--- config.mk ---
export PLATFORM = sky130hd
export DESIGN_NAME = vx_miss_track
export DESIGN_NICKNAME = d
export VERILOG_FILES = /design/src/rtl/vx_miss_track_pkg.sv /design/src/rtl/vx_miss_track_rr_find.sv /design/src/rtl/vx_miss_track.sv
export SDC_FILE = /design/constraint.sdc
export NUM_CORES = 2
export LEC_CHECK = 0
export CAP_MARGIN = 10
export CELL_PAD_IN_SITES_DETAIL_PLACEMENT = 0
export CELL_PAD_IN_SITES_GLOBAL_PLACEMENT = 1
export CORE_MARGIN = 4
export CORE_UTILIZATION = 48
export CTS_BUF_LIST = sky130_fd_sc_hd__clkbuf_4
export DETAILED_ROUTE_END_ITERATION = 10
export PLACE_DENSITY = 0.94
export SLEW_MARGIN = 40
export SYNTH_ARGS = -nofsm -noshare
export SYNTH_HDL_FRONTEND = slang
export SYNTH_HIERARCHICAL = 1
export SYNTH_SLANG_ARGS = --single-unit
--- constraint.sdc ---
create_clock -name clk -period 5.4 [get_ports clk]
set_input_delay 1.08 -clock clk [delete_from_list [all_inputs] [get_ports clk]]
set_output_delay 1.08 -clock clk [all_outputs]
set_load 0.02 [all_outputs]
--- src/rtl/vx_miss_track_pkg.sv ---
// Shared cache-bank types for the miss-status holding table.
// LINE_ADDR_WIDTH falls back to 26 bits when the build does not provide it.
`ifndef LINE_ADDR_WIDTH
`define LINE_ADDR_WIDTH 26
`endif

package vx_miss_track_pkg;

    localparam int MSHR_SIZE_DEF = 8;
    localparam int MSHR_ID_BITS  = $clog2(MSHR_SIZE_DEF);
    localparam int MSHR_ADDR_W   = `LINE_ADDR_WIDTH;
    localparam int MSHR_DATA_W   = 64;

    typedef struct packed {
        logic                   valid;
        logic                   ready;
        logic [MSHR_ADDR_W-1:0] addr;
        logic [MSHR_DATA_W-1:0] data;
    } mshr_entry_t;

endpackage

--- src/rtl/vx_miss_track_rr_find.sv ---
// Combinational rotating-priority first-set finder: scans vec_i starting at start_i
// and wrapping modulo N; returns whether any bit is set and the first one found.
module vx_miss_track_rr_find #(
    parameter int N  = 8,
    parameter int IW = $clog2(N)
) (
    input  logic [N-1:0]  vec_i,
    input  logic [IW-1:0] start_i,
    output logic          found_o,
    output logic [IW-1:0] index_o
);

    logic [IW-1:0] j;

    always_comb begin
        found_o = 1'b0;
        index_o = '0;
        j       = '0;
        for (int k = 0; k < N; k++) begin
            // N is a power of two, so the IW-bit add wraps naturally.
            j = start_i + IW'(k);
            if (!found_o && vec_i[j]) begin
                found_o = 1'b1;
                index_o = j;
            end
        end
    end

endmodule

--- src/rtl/vx_miss_track.sv ---
// Per-bank miss-status holding table: parks tag misses, flags duplicate misses and
// replays filled requests oldest-first. VX_MISS_TRACK_PERF_EN adds perf_full_stalls.
module vx_miss_track
    import vx_miss_track_pkg::*;
#(
    parameter int MSHR_SIZE = MSHR_SIZE_DEF,
    parameter int ADDRW     = MSHR_ADDR_W,
    parameter int DATAW     = MSHR_DATA_W
) (
    input  logic                         clk,
    input  logic                         reset,
    input  logic                         alloc_valid,
    input  logic [ADDRW-1:0]             alloc_addr,
    input  logic [DATAW-1:0]             alloc_data,
    output logic                         alloc_ready,
    output logic [$clog2(MSHR_SIZE)-1:0] alloc_id,
    output logic                         alloc_pending,
    input  logic                         fill_valid,
    input  logic [ADDRW-1:0]             fill_addr,
    output logic                         deq_valid,
    output logic [ADDRW-1:0]             deq_addr,
    output logic [DATAW-1:0]             deq_data,
    output logic [$clog2(MSHR_SIZE)-1:0] deq_id,
    input  logic                         deq_ready
`ifdef VX_MISS_TRACK_PERF_EN
    ,
    output logic [63:0]                  perf_full_stalls
`endif
);

    localparam int ID_W = $clog2(MSHR_SIZE);
    localparam int CW   = ID_W + 1;

    mshr_entry_t entries_q [MSHR_SIZE];
    mshr_entry_t entries_d [MSHR_SIZE];
    logic [ID_W-1:0] head_q, head_d, tail_q, tail_d;
    logic [CW-1:0]   count_q, count_d;

    logic [MSHR_SIZE-1:0] rdy_vec;
    logic                 win_found;
    logic [ID_W-1:0]      win_idx;
    logic                 pending;
    logic                 alloc_fire, deq_fire;

    always_comb begin
        rdy_vec = '0;
        pending = 1'b0;
        for (int i = 0; i < MSHR_SIZE; i++) begin
            rdy_vec[i] = entries_q[i].valid && entries_q[i].ready;
            if (entries_q[i].valid && !entries_q[i].ready && entries_q[i].addr == alloc_addr)
                pending = 1'b1;
        end
    end

    vx_miss_track_rr_find #(.N(MSHR_SIZE), .IW(ID_W)) u_deq_sel (
        .vec_i   (rdy_vec),
        .start_i (head_q),
        .found_o (win_found),
        .index_o (win_idx)
    );

    // No bypass from a same-cycle dequeue: readiness comes from registered state only.
    assign alloc_ready   = !entries_q[tail_q].valid;
    assign alloc_id      = tail_q;
    assign alloc_pending = pending;
    assign deq_valid     = win_found;
    assign deq_addr      = entries_q[win_idx].addr;
    assign deq_data      = entries_q[win_idx].data;
    assign deq_id        = win_idx;

    assign alloc_fire = alloc_valid && alloc_ready;
    assign deq_fire   = win_found && deq_ready;

    always_comb begin
        entries_d = entries_q;
        head_d    = head_q;
        tail_d    = tail_q;
        count_d   = count_q;
        if (fill_valid) begin
            for (int i = 0; i < MSHR_SIZE; i++) begin
                if (entries_q[i].valid && entries_q[i].addr == fill_addr)
                    entries_d[i].ready = 1'b1;
            end
        end
        if (deq_fire)
            entries_d[win_idx].valid = 1'b0;
        // The tail slot is invalid whenever alloc fires, so it never collides with the winner.
        if (alloc_fire) begin
            entries_d[tail_q].valid = 1'b1;
            entries_d[tail_q].ready = fill_valid && (fill_addr == alloc_addr);
            entries_d[tail_q].addr  = alloc_addr;
            entries_d[tail_q].data  = alloc_data;
            tail_d                  = tail_q + ID_W'(1);
        end
        if (alloc_fire && !deq_fire)
            count_d = count_q + CW'(1);
        else if (!alloc_fire && deq_fire)
            count_d = count_q - CW'(1);
        if (!entries_q[head_q].valid && count_q != '0)
            head_d = head_q + ID_W'(1);
    end

    always_ff @(posedge clk) begin
        if (reset) begin
            for (int i = 0; i < MSHR_SIZE; i++)
                entries_q[i] <= '0;
            head_q  <= '0;
            tail_q  <= '0;
            count_q <= '0;
        end else begin
            entries_q <= entries_d;
            head_q    <= head_d;
            tail_q    <= tail_d;
            count_q   <= count_d;
        end
    end

`ifdef VX_MISS_TRACK_PERF_EN
    logic [63:0] perf_q;

    always_ff @(posedge clk) begin
        if (reset)
            perf_q <= '0;
        else if (alloc_valid && !alloc_ready)
            perf_q <= perf_q + 64'd1;
    end

    assign perf_full_stalls = perf_q;
`endif

endmodule
; Yosys cells after proc, flatten, opt, wreduce, memory -nomap -nowiden
; Cells that the tools add are included.
[totals]
regBits = 746
wordCells = 230
in_bits = 121
[op_classes]
add_sub_neg = 10
muxes = 84
order_cmp = 13
n_reduce_logical = 68
n_eq_ne = 17
bitwise_logic = 3
[ops]
columns = operator, n
row1 = 736-bit bitwise mux, 5
row2 = 736-bit two-way mux, 2
row3 = 92-bit demux with 3-bit select, 5
row4 = 92-bit binary-select mux with 3-bit select, 3
row5 = 92-bit two-way mux, 6
row6 = 26-bit == test, 17
row7 = 90-bit two-way mux, 3
row8 = 91-bit two-way mux, 1
row9 = 64-bit two-way mux, 1
row10 = 1-bit logical AND, 47
row11 = 1-bit two-way mux, 40
row12 = "3-bit by 4-bit < comparator with 1-bit output, second input constant", 8
row13 = 1-bit binary-select mux with 3-bit select, 8
row14 = 3-bit two-way mux, 8
row15 = 1-bit zero test, 19
row16 = "3-bit adder, second input constant", 4
row17 = "4-bit >= comparator, second input constant", 3
row18 = 3-bit NOT with 4-bit output, 3
row19 = "4-bit by 1-bit < comparator with 1-bit output, second input constant", 2
row20 = 4-bit two-way mux, 2
row21 = "3-bit by 1-bit adder with 3-bit output, second input constant", 2
row22 = "3-bit by 2-bit adder with 3-bit output, second input constant", 2
row23 = "4-bit by 1-bit adder with 4-bit output, second input constant", 1
row24 = 4-bit nonzero test, 1
row25 = other kinds (2), 2

; Depth between registers and ports, before layout
[depth]
ltp_word = 37
depth_mapped = 19

; Cells and area by module
; Netlist, hierarchy kept.
[modules_own_cells]
columns = module, n_inst, area_each_um2, cells_each
row1 = vx_miss_track, 1, 37013.0, 4349
row2 = vx_miss_track_rr_find, 1, 996.0, 108

; Least setup slack after synthesis
; OpenSTA, ideal clock, no wires.
[synth_timing]
kind = flip-flop to output port
start = register head_q[1]
end = output deq_addr[0]
n_path_buf = 5
path_stages_with_launch = 16
required_time_ns = 4.320
t_arrival_ns = 4.354
slack_ns = -0.034
path_cell_list = dfxtp_1 -> buf_2 -> inv_1 -> ha_1 -> buf_2 -> mux4_2 -> mux2i_1 -> nand2_1 -> a21oi_4 -> nand3_1 -> a21oi_1 -> buf_2 -> buf_2 -> buf_1 -> mux4_2 -> mux2_2
[synth_via]
elab_chain_len = 28
word_cells_on_any_way = 56
cone_classes = 7 x add/sub / 34 x mux / 1 x bitwise / 14 x reduce/logical
[synth_rtl]
columns = item, line
row1 = "start, declared", vx_miss_track.sv:36  ; logic [ID_W-1:0] head_q, head_d, tail_q, tail_d;
row2 = "start signal, assigned", vx_miss_track.sv:107  ; head_q <= '0;
row3 = "start signal, assigned", vx_miss_track.sv:112  ; head_q <= head_d;
row4 = branches (longest 23 deep; another with 3-bit by 1-bit adder with 3-bit output), -
row5 = 3-bit two-way mux (*), vx_miss_track_rr_find.sv:22  ; if (!found_o && vec_i[j]) begin
row6 = via deq_id[2], vx_miss_track.sv:23  ; output logic [$clog2(MSHR_SIZE)-1:0] deq_id,
row7 = 3-bit NOT with 4-bit output (not written as such) (*), vx_miss_track.sv:67  ; assign deq_addr = entries_q[win_idx].addr;
row8 = 92-bit binary-select mux with 3-bit select (*), vx_miss_track.sv:67
row9 = 90-bit two-way mux (*) (2 in a row), -
row10 = "end, declared", vx_miss_track.sv:21  ; output logic [ADDRW-1:0] deq_addr,
; Mark *: on every way through the listed nets, which the timed path passes. The select of a mux whose other input is x is not followed.

; Final worst setup path
[layout_timing]
start = register head_q[0]
end = output deq_addr[24]
[layout_via]
elab_chain_len = 28
word_cells_on_any_way = 56
cone_classes = 7 x add/sub / 34 x mux / 1 x bitwise / 14 x reduce/logical
[layout_rtl]
columns = item, line
row1 = branches (longest 23 deep; another with 3-bit by 1-bit adder with 3-bit output), -
row2 = 3-bit two-way mux (*), vx_miss_track_rr_find.sv:22
row3 = 3-bit NOT with 4-bit output (not written as such) (*), vx_miss_track.sv:67
row4 = 92-bit binary-select mux with 3-bit select (*), vx_miss_track.sv:67
row5 = 90-bit two-way mux (*) (2 in a row), -
; Mark *: on every way between the ends. The select of a mux whose other input is x is not followed.

==> qor.yml <==
maxSlewViolCount: 0
clock.fmax_ghz: 0.169
htreeDepth: 4
powerDensity_mw_per_mm2: 411
yosys_most_used_dff: "dfxtp_1"
synth_compound_area_share_pct: 10.9
synth-seq-cells: 746
grt_pass1_vias: 33600
grtUsageTotal_pct: 34.0
ys_top_cells_by_area: "dfxtp_1, nand2_1, mux4_2"
leakage_uw: 0.0162
final_common_cell: "nand2_1"
cts-hold-fix-buffers: 0
status: "complete, but fails checks"
crit_fanout: 18
path_clk_slew_ps: 60
ios: 220
fin_nets: 4829
io_buffers: 219
wire_per_inst_um: 25.2
finalPower_uw: 18600
cts.sinks: 746
drive_above_1_share_pct: 21.0
grt_overflow: 0
root_buffer: "clkbuf_4"
cts_max_path_buffers: 3
grt_max_degree: 155
hold_viol: 0
cts_made_buffers: 194
design.die.area_mm2: 0.0838
clk-insertion-delay-late_ps: 1090
async_flop_share_pct: 0
netlist.area_leader.share_pct: 39.3
cts_tree: "yes"
vias: 35500
place_hpwl_mm: 91.2
row_count: 102
gp_congestion: 1.11
syn_to_final_growth_pct: 18.6
peakVddDrop_uv: 232
rsz0062_at_grt: "yes"
tns_ps: -38700
hold_class: "reg2reg"
dr.first_iter.drc_count: 4497
finalClockSkew_ps: 79.3
synth_nets: 4586
layout_common_cells: "nand2_1, dfxtp_1, a21oi_1, xor2_1, clkbuf_4"
cap_violations: 0
start_kind: "flip-flop"
die_height_um: 289
slew_headroom_pct: 37.3
core_mm2: 0.0780
synth_xor_area_share_pct: 10.5
syn_avg_cell_area_um2: 8.53
min_period_over_period_pct: 110
synthAdderAreaFrac_pct: 0.283
tightest_slew_ps: 937
synth.mux.area_fraction_pct: 15.0
worst_slack_ps: -527
failed_checks: "setup timing"
antenna_found_initial: 11
via_per_inst: 6.03
setup_viol: 90
end_kind: "output pin"
period_minus_slack_ps: 5930
ys_types: 65
synth_top_family_by_area: "simple AND/OR/NAND/NOR gates"
crit_type: "reg2out"
wl_mm: 148
synth_simple_gate_area_share_pct: 18.2
die_x_um: 289
first_pass_iters: 7
start_util_pct: 48.7
detail-route-antenna-nets: 0
yosysTopAreaCell: "dfxtp_1"
synthesis.area_mm2: 0.0380
synth-edff-count: 0
synthCells: 4457
grt_pass1_wl_mm: 214
yosysSeqAreaShare_pct: 39.3
ys_warn_count: 6
crit_arrival_ps: 4850
required_ps: 4320
drc_errors: 0
-- timing repair --
action | 4_1_cts | 5_1_grt
gates cloned | 7 | 8
endpoints found under the setup margin | 93 | 93
pin swaps | 6 | 7
buffers inserted | 35 | 67
resized for setup | 400 | 235
-- where the power goes --
| part | switching, µW | leakage [µW] | internal (µW) |
|---|---|---|---|
| Sequential | 313 | 0.00603 | 5800 |
| Clock | 2480 | 0.00140 | 2360 |
| Combinational | 3750 | 0.00876 | 3850 |
| Total | 6540 | 0.0162 | 12000 |
-- worst max-delay path, stage by stage (launching register included) --
cell	delay [ps]
dfxtp_4	390
ha_4	190
mux2_4	310
mux4_2	510
or2_4	290
a21oi_4	180
buf_6	140
a21o_1	120
a32o_4	260
buf_12	200
buf_16	180
buf_4	130
mux4_2	470
mux2_2	290
buf_2	160
-- synthesized netlist by cell type, types with 14 or more instances --
cell and number:
a21oi_1 736, buf_2 231, buf_6 23, clkbuf_1 165
dfxtp_1 746, mux2_2 98, mux4_2 197, nand2_1 1455
nand2b_1 14, nand3_1 27, nand4_1 46, nor2_1 21
nor3_1 23, nor4_1 71, xnor2_1 159, xor2_1 290
-- final cells by class --
class	count	area [µm²]
Inverter	7	27.5
Clock buffer	274	2060
Timing Repair Buffer	495	5140
Multi-Input combinational cell	3256	21300
Antenna cell	6	15.0
Tap cell	1040	1300
Sequential cell	746	14900
Fill cell	6832	32900
Clock inverter	59	317
-- logic make-up after synthesis --
family / Yosys count
compound gates: 789
xor+xnor: 452
fa+ha+maj: 8
buf+inv: 455
flops: 746
mux: 309
simple gates: 1698
-- through the flow --
step	setup WS, ps	instance area (µm²)	hold WS [ps]	util (%)	instances
detailed placement	-47.6	41100	443	52.6	5430
floorplan	76.6	38000	433	-	4457
finish	-527	45100	449	57.8	5883
global placement	66.9	40900	438	52.5	5424
CTS	-662	44000	429	56.5	5805
global route	-621	45100	461	57.8	5882
-- per-layer routing --
metal	vias up	part of all wire, %	wire length [µm]	track usage [%]
met5	-	0.049	73	0
met3	519	13	18900	9.05
li1	15600	-	-	-
met1	17000	38	56000	45.0
met2	2408	44	65000	51.3
met4	10	5.7	8400	17.4
-- worst paths after layout --
path	start	to	slack, ps	cells past startpoint
max	head_q[0]	deq_addr[24]	-530	14
min	entries_q[554]	entries_q[554]	450	2
max reg2reg	head_q[0]	count_q[3]	1220	17
min reg2reg	entries_q[554]	entries_q[554]	450	2
-- sequential cells by signal, summed over array words and instances, names as in the netlist --
name / flops
alloc_id: 3
count_q: 4
entries_q: 736
head_q: 3
No activity file was read; power rests on OpenSTA's default activity.
